==> config.mk <==
export PLATFORM = sky130hd
export DESIGN_NAME = output_accumulator_bank
export DESIGN_NICKNAME = d
export VERILOG_FILES = /design/src/rtl/nn_pkg.sv /design/src/rtl/output_round_sat.sv /design/src/rtl/output_accumulator_bank.sv
export SDC_FILE = /design/constraint.sdc
export NUM_CORES = 1
export LEC_CHECK = 0
export CORE_UTILIZATION = 55
export CTS_CLUSTER_DIAMETER = 200
export DETAILED_ROUTE_END_ITERATION = 8
export PLACE_DENSITY = 0.72
export SLEW_MARGIN = 20
export SYNTH_ARGS = -nofsm -noshare
export SYNTH_HDL_FRONTEND = slang
export SYNTH_SLANG_ARGS = --single-unit
==> constraint.sdc <==
create_clock -name clock -period 14.4 [get_ports clock]
set_input_delay 1.44 -clock clock [delete_from_list [all_inputs] [get_ports clock]]
set_output_delay 1.44 -clock clock [all_outputs]
set_load 0.01 [all_outputs]
==> src/rtl/nn_pkg.sv <==
// Shared types for the layer output path: FSM encoding and an address-width helper.
package nn_pkg;

  typedef enum logic [1:0] {
    ST_IDLE  = 2'd0,
    ST_ACCUM = 2'd1,
    ST_DRAIN = 2'd2,
    ST_DONE  = 2'd3
  } nn_state_t;

  // ceil(log2(n)), never below 1 so a single-entry bank still has an address bit
  function automatic int clog2_min1(input int n);
    int r;
    r = 0;
    while ((1 << r) < n) r++;
    return (r < 1) ? 1 : r;
  endfunction

endpackage

==> src/rtl/output_round_sat.sv <==
// Combinational post-processing of one accumulator: round half up, drop FRAC_BITS,
// saturate to DATA_W signed, optional ReLU. Zero latency, no flow control.
module output_round_sat #(
  parameter int ACC_W     = 32,
  parameter int DATA_W    = 16,
  parameter int FRAC_BITS = 8,
  parameter int RELU_EN   = 0
) (
  input  logic signed [ACC_W-1:0]  acc_value,
  output logic signed [DATA_W-1:0] result
);

  localparam logic signed [ACC_W:0] OUT_MAX = {{(ACC_W-DATA_W+2){1'b0}}, {(DATA_W-1){1'b1}}};
  localparam logic signed [ACC_W:0] OUT_MIN = ~OUT_MAX;

  logic signed [ACC_W:0] half;
  logic signed [ACC_W:0] sum;
  logic signed [ACC_W:0] shifted;

  generate
    if (FRAC_BITS > 0) begin : g_round
      assign half = (ACC_W+1)'(1) << (FRAC_BITS - 1);
    end else begin : g_no_round
      assign half = '0;
    end
  endgenerate

  // one guard bit so the rounding add cannot wrap at the positive limit
  assign sum     = $signed({acc_value[ACC_W-1], acc_value}) + half;
  assign shifted = sum >>> FRAC_BITS;

  always_comb begin
    result = shifted[DATA_W-1:0];
    if (shifted > OUT_MAX) begin
      result = OUT_MAX[DATA_W-1:0];
    end else if (shifted < OUT_MIN) begin
      result = OUT_MIN[DATA_W-1:0];
    end
    if ((RELU_EN != 0) && result[DATA_W-1]) begin
      result = '0;
    end
  end

endmodule

==> src/rtl/output_accumulator_bank.sv <==
// Round-robin saturating accumulator bank; drains post-processed words to the output RAM.
// First write request one cycle after last_element; writes hold stable while output_ram_ready is low.
module output_accumulator_bank
  import nn_pkg::*;
#(
  parameter int DATA_W      = 16,
  parameter int ACC_W       = 32,
  parameter int NUM_OUTPUTS = 8,
  parameter int FRAC_BITS   = 8,
  parameter int RELU_EN     = 0,
  localparam int ADDR_W     = clog2_min1(NUM_OUTPUTS)
) (
  input  logic                     clock,
  input  logic                     clear_n,
  input  logic                     start,
  input  logic signed [DATA_W-1:0] active_z,
  input  logic signed [DATA_W-1:0] active_m,
  input  logic                     next_element,
  input  logic                     last_element,
  input  logic                     output_ram_ready,
  output logic [ADDR_W-1:0]        output_ram_address,
  output logic [DATA_W-1:0]        output_ram_data,
  output logic                     output_ram_enable,
  output logic                     output_ram_write,
  output logic                     acc_overflow,
  output logic                     finished
);

  localparam logic [ADDR_W-1:0]      LAST_IDX = ADDR_W'(NUM_OUTPUTS - 1);
  localparam logic signed [ACC_W-1:0] ACC_MAX = {1'b0, {(ACC_W-1){1'b1}}};
  localparam logic signed [ACC_W-1:0] ACC_MIN = {1'b1, {(ACC_W-1){1'b0}}};

  nn_state_t                  state_q, state_d;
  logic signed [ACC_W-1:0]    acc_q [NUM_OUTPUTS];
  logic [ADDR_W-1:0]          sel_q, idx_q, sel_nxt, idx_nxt, rd_idx;
  logic                       ovf_q, en_q, fin_q;
  logic signed [DATA_W-1:0]   data_q, post_val;
  logic signed [2*DATA_W-1:0] prod;
  logic signed [ACC_W:0]      sum;
  logic signed [ACC_W-1:0]    acc_sel, acc_new, round_in;
  logic                       sat_hit, do_acc, accept;

  assign prod    = active_z * active_m;
  assign acc_sel = acc_q[sel_q];
  assign sum     = $signed({acc_sel[ACC_W-1], acc_sel})
                 + $signed({{(ACC_W+1-2*DATA_W){prod[2*DATA_W-1]}}, prod});
  assign sat_hit = sum[ACC_W] ^ sum[ACC_W-1];
  assign acc_new = sat_hit ? (sum[ACC_W] ? ACC_MIN : ACC_MAX) : sum[ACC_W-1:0];

  assign do_acc  = (state_q == ST_ACCUM) && next_element;
  assign accept  = en_q && output_ram_ready;
  assign sel_nxt = (sel_q == LAST_IDX) ? '0 : sel_q + 1'b1;
  assign idx_nxt = (idx_q == LAST_IDX) ? '0 : idx_q + 1'b1;

  // Data is registered one word ahead: slot 0 on entry to DRAIN (bypassing a
  // same-cycle update of slot 0), otherwise the word after the one being accepted.
  assign rd_idx   = (state_q == ST_DRAIN) ? idx_nxt : '0;
  assign round_in = (do_acc && (sel_q == '0)) ? acc_new : acc_q[rd_idx];

  output_round_sat #(
    .ACC_W     (ACC_W),
    .DATA_W    (DATA_W),
    .FRAC_BITS (FRAC_BITS),
    .RELU_EN   (RELU_EN)
  ) u_post (
    .acc_value (round_in),
    .result    (post_val)
  );

  always_comb begin
    state_d = state_q;
    case (state_q)
      ST_ACCUM: if (last_element) state_d = ST_DRAIN;
      ST_DRAIN: if (accept && (idx_q == LAST_IDX)) state_d = ST_DONE;
      default:  state_d = state_q;
    endcase
    if (start) state_d = ST_ACCUM;
  end

  always_ff @(posedge clock or negedge clear_n) begin
    if (!clear_n) begin
      state_q <= ST_IDLE;
      for (int k = 0; k < NUM_OUTPUTS; k++) acc_q[k] <= '0;
      sel_q  <= '0;
      idx_q  <= '0;
      ovf_q  <= 1'b0;
      en_q   <= 1'b0;
      fin_q  <= 1'b0;
      data_q <= '0;
    end else begin
      state_q <= state_d;
      if (start) begin
        for (int k = 0; k < NUM_OUTPUTS; k++) acc_q[k] <= '0;
        sel_q  <= '0;
        idx_q  <= '0;
        ovf_q  <= 1'b0;
        en_q   <= 1'b0;
        fin_q  <= 1'b0;
        data_q <= '0;
      end else if (state_q == ST_ACCUM) begin
        if (next_element) begin
          acc_q[sel_q] <= acc_new;
          sel_q        <= sel_nxt;
          ovf_q        <= ovf_q | sat_hit;
        end
        if (last_element) begin
          en_q   <= 1'b1;
          idx_q  <= '0;
          data_q <= post_val;
        end
      end else if ((state_q == ST_DRAIN) && accept) begin
        if (idx_q == LAST_IDX) begin
          en_q  <= 1'b0;
          fin_q <= 1'b1;
        end else begin
          idx_q  <= idx_nxt;
          data_q <= post_val;
        end
      end
    end
  end

  assign output_ram_address = idx_q;
  assign output_ram_data    = data_q;
  assign output_ram_enable  = en_q;
  assign output_ram_write   = en_q;
  assign acc_overflow       = ovf_q;
  assign finished           = fin_q;

endmodule

* Yosys cells after proc, flatten, opt, wreduce, memory -nomap -nowiden
Index checks and enable logic that the tools add are counted.
** Cells by class
- $add $sub $neg :: 4
- Multiply operators :: 1
- Magnitude comparators :: 5
- Equality and inequality tests :: 8
- Mux-type cells :: 49
- Bitwise operators :: 4
- Reduce and logical (&&, ||, !) cells :: 19
** Operator list (count)
- $mux W256 :: 3
- $bwmux W256 :: 1
- $mux W32 :: 8
- $bmux W32 S3 :: 2
- $mux W16 :: 7
- $demux W32 S3 :: 1
- $add A32 B32 Y33 :: 1
- $add A32 B9 Y33 const B :: 1
- $mux W3 :: 11
- $mul A16 B16 Y32 :: 1
- $gt A25 B16 Y1 const B :: 1
- $lt A25 B16 Y1 const B :: 1
- $mux W1 :: 12
- $reduce_and A3 Y1 :: 4
- $reduce_bool A3 Y1 :: 3
- $ge A4 B4 Y1 const B :: 2
- $not A3 Y4 :: 2
- $reduce_bool A2 Y1 :: 4
- $add A3 B1 Y3 const B :: 2
- $eq A3 B3 Y1 const B :: 2
- $logic_and A1 B1 Y1 :: 6
- $mux W2 :: 3
- $ne A3 B3 Y1 const B :: 2
- $lt A4 B1 Y1 const B :: 1
- other kinds (9) :: 9
** Storage, ports and cells
- Register bits :: 283
- Output and inout bits :: 23
- Word-level logic and storage cells :: 105

* Longest topological paths before layout
- Depth in word-level cells :: 16
- Gate-level depth with buffers :: 39
- Depth with buffers taken out :: 34

* Modules after synthesis
From an unflattened synthesis, not the netlist that was laid out.
** Second synthesis, totals
- Cell total of the unflattened synthesis :: 2941
- Area total of the unflattened synthesis :: 26371.5 sq um
** Modules (own cells, without submodules)
- output_accumulator_bank :: instances 1, cells each 2850, area each 25750.9 sq um, seq. area each 7081.8 sq um
- output_round_sat :: instances 1, cells each 91, area each 620.6 sq um, seq. area each 0.0 sq um

* Worst setup path before layout
Ideal clock, no wire load.
- Path kind :: input-to-reg
- Start point :: in active_z[15]
- End point :: reg data_q[11], in the netlist output_ram_data[11]
- Library setup time :: 126 ps
- Arrival time :: 9887 ps
- Path slack :: 4387 ps
- Stages on the path :: 35
- Path through :: clkbuf_1 nand2_1 inv_1 fa_1 inv_1 fa_1 inv_1 fa_1 fa_1 fa_1 inv_1 fa_1 inv_1 ha_1 buf_2 a21oi_1 a21oi_1 a311o_1 o211a_1 or3_1 buf_2 maj3_2 or2_2 o21ai_0 ha_1 nand2_1 a21oi_1 a22oi_1 nor4_4 nand4_1 or4b_1 o211ai_2 a31oi_4 buf_6 a221o_1
** On the way
- Longest elaborated chain between the ends :: 13
- Elaborated cells on any way between the ends :: 16
- Classes of those cells :: add/sub (2); mul (1); order compare (2); mux (10); bitwise (1)
** Ends and longest elaborated chain
- start: declaration :: line output_accumulator_bank.sv:16 : input logic signed [DATA_W-1:0] active_z,
- $mul A16 B16 Y32 * :: line output_accumulator_bank.sv:43 : assign prod = active_z * active_m;
- $add A32 B32 Y33 * :: line output_accumulator_bank.sv:46 : + $signed({{(ACC_W+1-2*DATA_W){prod[2*DATA_W-1]}}, prod});
- $mux W32 or $xor A1 B1 Y1 (tied branches) :: line output_accumulator_bank.sv:48, output_accumulator_bank.sv:47
- $mux W32 * :: line output_accumulator_bank.sv:48 : assign acc_new = sat_hit ? (sum[ACC_W] ? ACC_MIN : ACC_MAX) : sum[ACC_W-1:0];
- $mux W32 * :: line output_accumulator_bank.sv:58 : assign round_in = (do_acc && (sel_q == '0)) ? acc_new : acc_q[rd_idx];
- $add A32 B9 Y33 * :: line output_round_sat.sv:29 : assign sum = $signed({acc_value[ACC_W-1], acc_value}) + half;
- $lt A25 B16 Y1 :: line output_round_sat.sv:36 : end else if (shifted < OUT_MIN) begin
- $mux W16 :: line output_round_sat.sv:36
- $mux W16 * :: line output_round_sat.sv:34 : if (shifted > OUT_MAX) begin
- $mux W16 :: line output_accumulator_bank.sv:112 : if (idx_q == LAST_IDX) begin
- $mux W16 :: line output_accumulator_bank.sv:111 : end else if ((state_q == ST_DRAIN) && accept) begin
- $mux W16 * :: line output_accumulator_bank.sv:100 : end else if (state_q == ST_ACCUM) begin
- $mux W16 * :: line output_accumulator_bank.sv:92 : if (start) begin
- end signal: assignment :: line output_accumulator_bank.sv:109 : data_q <= post_val;
- end signal: assignment :: line output_accumulator_bank.sv:117 : data_q <= post_val;
- end: declaration :: line output_accumulator_bank.sv:37 : logic signed [DATA_W-1:0] data_q, post_val;
Mark *: on every way between the ends. The rest lies on a longest branch, timed or not. The select of a mux whose other input is x is not followed.
A chain may end at the register's enable or synchronous reset.

* Worst setup path after layout
- Start point :: in active_m[1]
- End point :: reg data_q[1], in the netlist output_ram_data[1]
** On the way
- Longest elaborated chain between the ends :: 13
- Elaborated cells on any way between the ends :: 16
- Classes of those cells :: add/sub (2); mul (1); order compare (2); mux (10); bitwise (1)
** Ends and longest elaborated chain
- start: declaration :: line output_accumulator_bank.sv:17 : input logic signed [DATA_W-1:0] active_m,
- $mul A16 B16 Y32 * :: line output_accumulator_bank.sv:43
- $add A32 B32 Y33 * :: line output_accumulator_bank.sv:46
- $mux W32 or $xor A1 B1 Y1 (tied branches) :: line output_accumulator_bank.sv:48, output_accumulator_bank.sv:47
- $mux W32 * :: line output_accumulator_bank.sv:48
- $mux W32 * :: line output_accumulator_bank.sv:58
- $add A32 B9 Y33 * :: line output_round_sat.sv:29
- $lt A25 B16 Y1 :: line output_round_sat.sv:36
- $mux W16 :: line output_round_sat.sv:36
- $mux W16 * :: line output_round_sat.sv:34
- $mux W16 :: line output_accumulator_bank.sv:112
- $mux W16 :: line output_accumulator_bank.sv:111
- $mux W16 * :: line output_accumulator_bank.sv:100
- $mux W16 * :: line output_accumulator_bank.sv:92
Marked as above.

==> flow_metrics.py <==
metrics = {
    "sta": {
        "tightest_slew_ns": 1.13,
        "setup_tns_ns": 0,
        "clock_skew_ns": 0.0257,
        "timing.hold.ws_ns": 0.488,
        "drv_slew": 0,
        "max_freq_mhz": 90.0,
        "setup_viol": 0,
        "period_share": 0.771,
        "finalCriticalPeriod_ns": 11.11,
        "finalHoldViolCount": 0,
        "maxSlewHeadroom": 0.239,
        "rsz0062_at_grt": "no",
    },
    "finish": {
        "n_antenna_cell": 0,
        "final_util": 0.605,
        "fin_nets": 3168,
        "instances_no_fill": 3352,
        "area.growth.synth_to_final_pct": 8.48,
        "final_common_cell": "nand2_1",
        "mostFrequentLayoutCells": "375 x nand2_1, 359 x inv_1, 299 x fa_1",
        "nFillCells": 3886,
        "drive_gt1_frac": 0.0565,
    },
    "cts": {
        "h-tree-depth": 1,
        "clk_path_buf_depth": 3,
        "tritoncts": "yes",
        "holdBufCountCts": 0,
        "path_clk_slew_ns": 0.07,
        "clock_latency_ns": 0.58,
        "cts_resized": 0,
        "cts.sinks": 283,
        "cts_setup_buffers": 0,
        "numCtsBuffers": 28,
        "cts-root-buf": "clkbuf_16",
    },
    "synth": {
        "synthArstFlopShare": 1.00,
        "yosys_warnings": 0,
        "synth_top_area_cell": "dfrtp_1",
        "syn_inst": 2755,
        "synth_seq_cells": 283,
        "synth_flop_cell": "dfrtp_1",
        "synthTopCellsByArea": "dfrtp_1 27%, fa_1 23%, a22o_1 6.0%",
        "synth_area_sq_mm": 0.0260,
        "ys_seq_area_frac": 0.272,
        "syn_avg_cell_area_sq_um": 9.45,
        "synth_top_cell_area_share": 0.272,
        "synth.distinct_cells": 96,
        "synth-edff-count": 0,
        "syn_nets": 3199,
    },
    "route": {
        "vias_per_cell": 6.55,
        "drc": 20,
        "wl_per_cell_um": 24.6,
        "drtIter0Drc": 2668,
        "finalWirelength_um": 82400,
        "drt-pass1-iter-count": 8,
        "ant_nets": 0,
        "vias": 22000,
    },
    "critical_path": {
        "cp-start-kind": "input port",
        "worstPathArrival_ns": 11.55,
        "critPathMaxStageDelay_ns": 0.72,
        "startpoint": "active_m[1]",
        "crit_top_cell": "fa_1",
        "cp.required_ns": 14.84,
        "reg2reg_from": "sel_q[0]",
        "worstReg2RegEnd": "output_ram_data[1]",
        "slowest_stage": "fa_1",
        "rrSetupSlack_ns": 4.26,
        "critPathKind": "in -> reg",
        "crit_end": "output_ram_data[1]",
        "endpoint_kind": "register",
        "r2r_cells": 33,
        "worst-path-max-fanout": 16,
    },
    "floorplan": {
        "fp.coreArea_sq_mm": 0.0467,
        "die_h_um": 220,
        "start_util": 0.558,
        "die_area_sq_mm": 0.0482,
        "dieWidth_um": 220,
        "row_count": 79,
        "io_pins": 61,
    },
    "global_routing": {
        "antenna_found_initial": 1,
        "grt_pass1_wl_um": 130000,
        "gr-total-overflow": 0,
        "first_global_vias": 22600,
        "grt_max_degree": 93,
        "grt_usage": 0.353,
    },
    "flow_run": {
        "cap_violations": 0,
    },
    "place": {
        "io_buffers": 60,
        "place_congestion": 0.964,
        "place_hpwl_um": 56300,
        "place_inst": 3301,
    },
    "worst_hold_path": {
        "hold_path_class": "reg -> reg",
    },
    "run_status": {
        "status": "finished with violations",
        "failed_checks": "design-rule violations",
    },
}
==> metal layers <==
metal,up-vias,part of all wire,track usage
li1,9295,-,-
met1,10900,0.39,0.473
met2,1380,0.44,0.547
met3,372,0.11,0.0818
met4,2,0.057,0.157
met5,-,0.00023,0
==> layout make-up <==
class,count,area [sq um],share of cell area
inverter,359,1350,0.0477
clock buffer,37,796,0.0282
tap,607,759,0.0269
sequential,283,7080,0.251
multi-input combinational,1948,17100,0.605
timing repair buffer,104,940,0.0333
clock inverter,14,230,0.00815
==> sequential cells by signal (all words and copies together), names as in the netlist <==
name	flops
finished	1
state_q	2
sel_q	3
acc_overflow	1
output_ram_enable	1
output_ram_address	3
acc_q	256
output_ram_data	16
==> logic make-up (layout without fill, tap and decap cells) <==
kind of cell    Yosys count  after routing  share of synthesized area
mux                      33             33                     0.0143
xor+xnor                 42             42                     0.0141
fa+ha+maj               425            425                      0.289
simple gates            784            784                      0.145
compound gates          664            664                      0.189
flops                   283            283                      0.272
buf+inv                 524            514                     0.0767
==> how the worst min path moves through the flow <==
| stage | from | slack, ns | to | cells past startpoint |
|---|---|---|---|---|
| after global placement | acc_q[165] | 0.46 | acc_q[165] | 2 |
| after global routing | acc_q[133] | 0.52 | acc_q[133] | 2 |
| after CTS | acc_q[37] | 0.49 | acc_q[37] | 2 |
| after floorplan | acc_q[101] | 0.45 | acc_q[101] | 2 |
| final | acc_q[133] | 0.49 | acc_q[133] | 2 |
| after detailed placement | acc_q[37] | 0.47 | acc_q[37] | 2 |
==> through the flow <==
stage | setup slack [ns] | instance area (sq um)
after floorplan | 4.39 | 26000
final | 3.29 | 28200
after global placement | 3.03 | 27200
after global routing | 2.84 | 28200
after detailed placement | 2.82 | 27200
after CTS | 3.36 | 28200
==> cells in the mapped netlist (13+ instances only) <==
library cell  count
dfrtp_1         283
nand3_1          47
nand4_1          37
mux2i_1          26
xor2_1           14
nor3_1           21
a31oi_1          13
nand2_1         375
and2_1          128
a22oi_1         130
ha_1            107
maj3_1           13
xnor2_1          28
clkbuf_1        140
fa_1            299
and3_1           21
inv_1           359
o21ai_0         111
nor2_1           78
a21oi_1          79
a21o_1           14
a221o_1          15
a22o_1          177
==> critical path: cells and delay by family <==
family	cells	cell delay [ns]
and+or+nand+nor	7	2.36
AOI/OAI and AO/OA	10	2.00
buffers and inverters	6	1.30
adders and majority gates	9	4.41
Power is left out: the tool's default activity adds up to more than one toggle a clock period on the data nets, which glitch-free logic cannot reach.
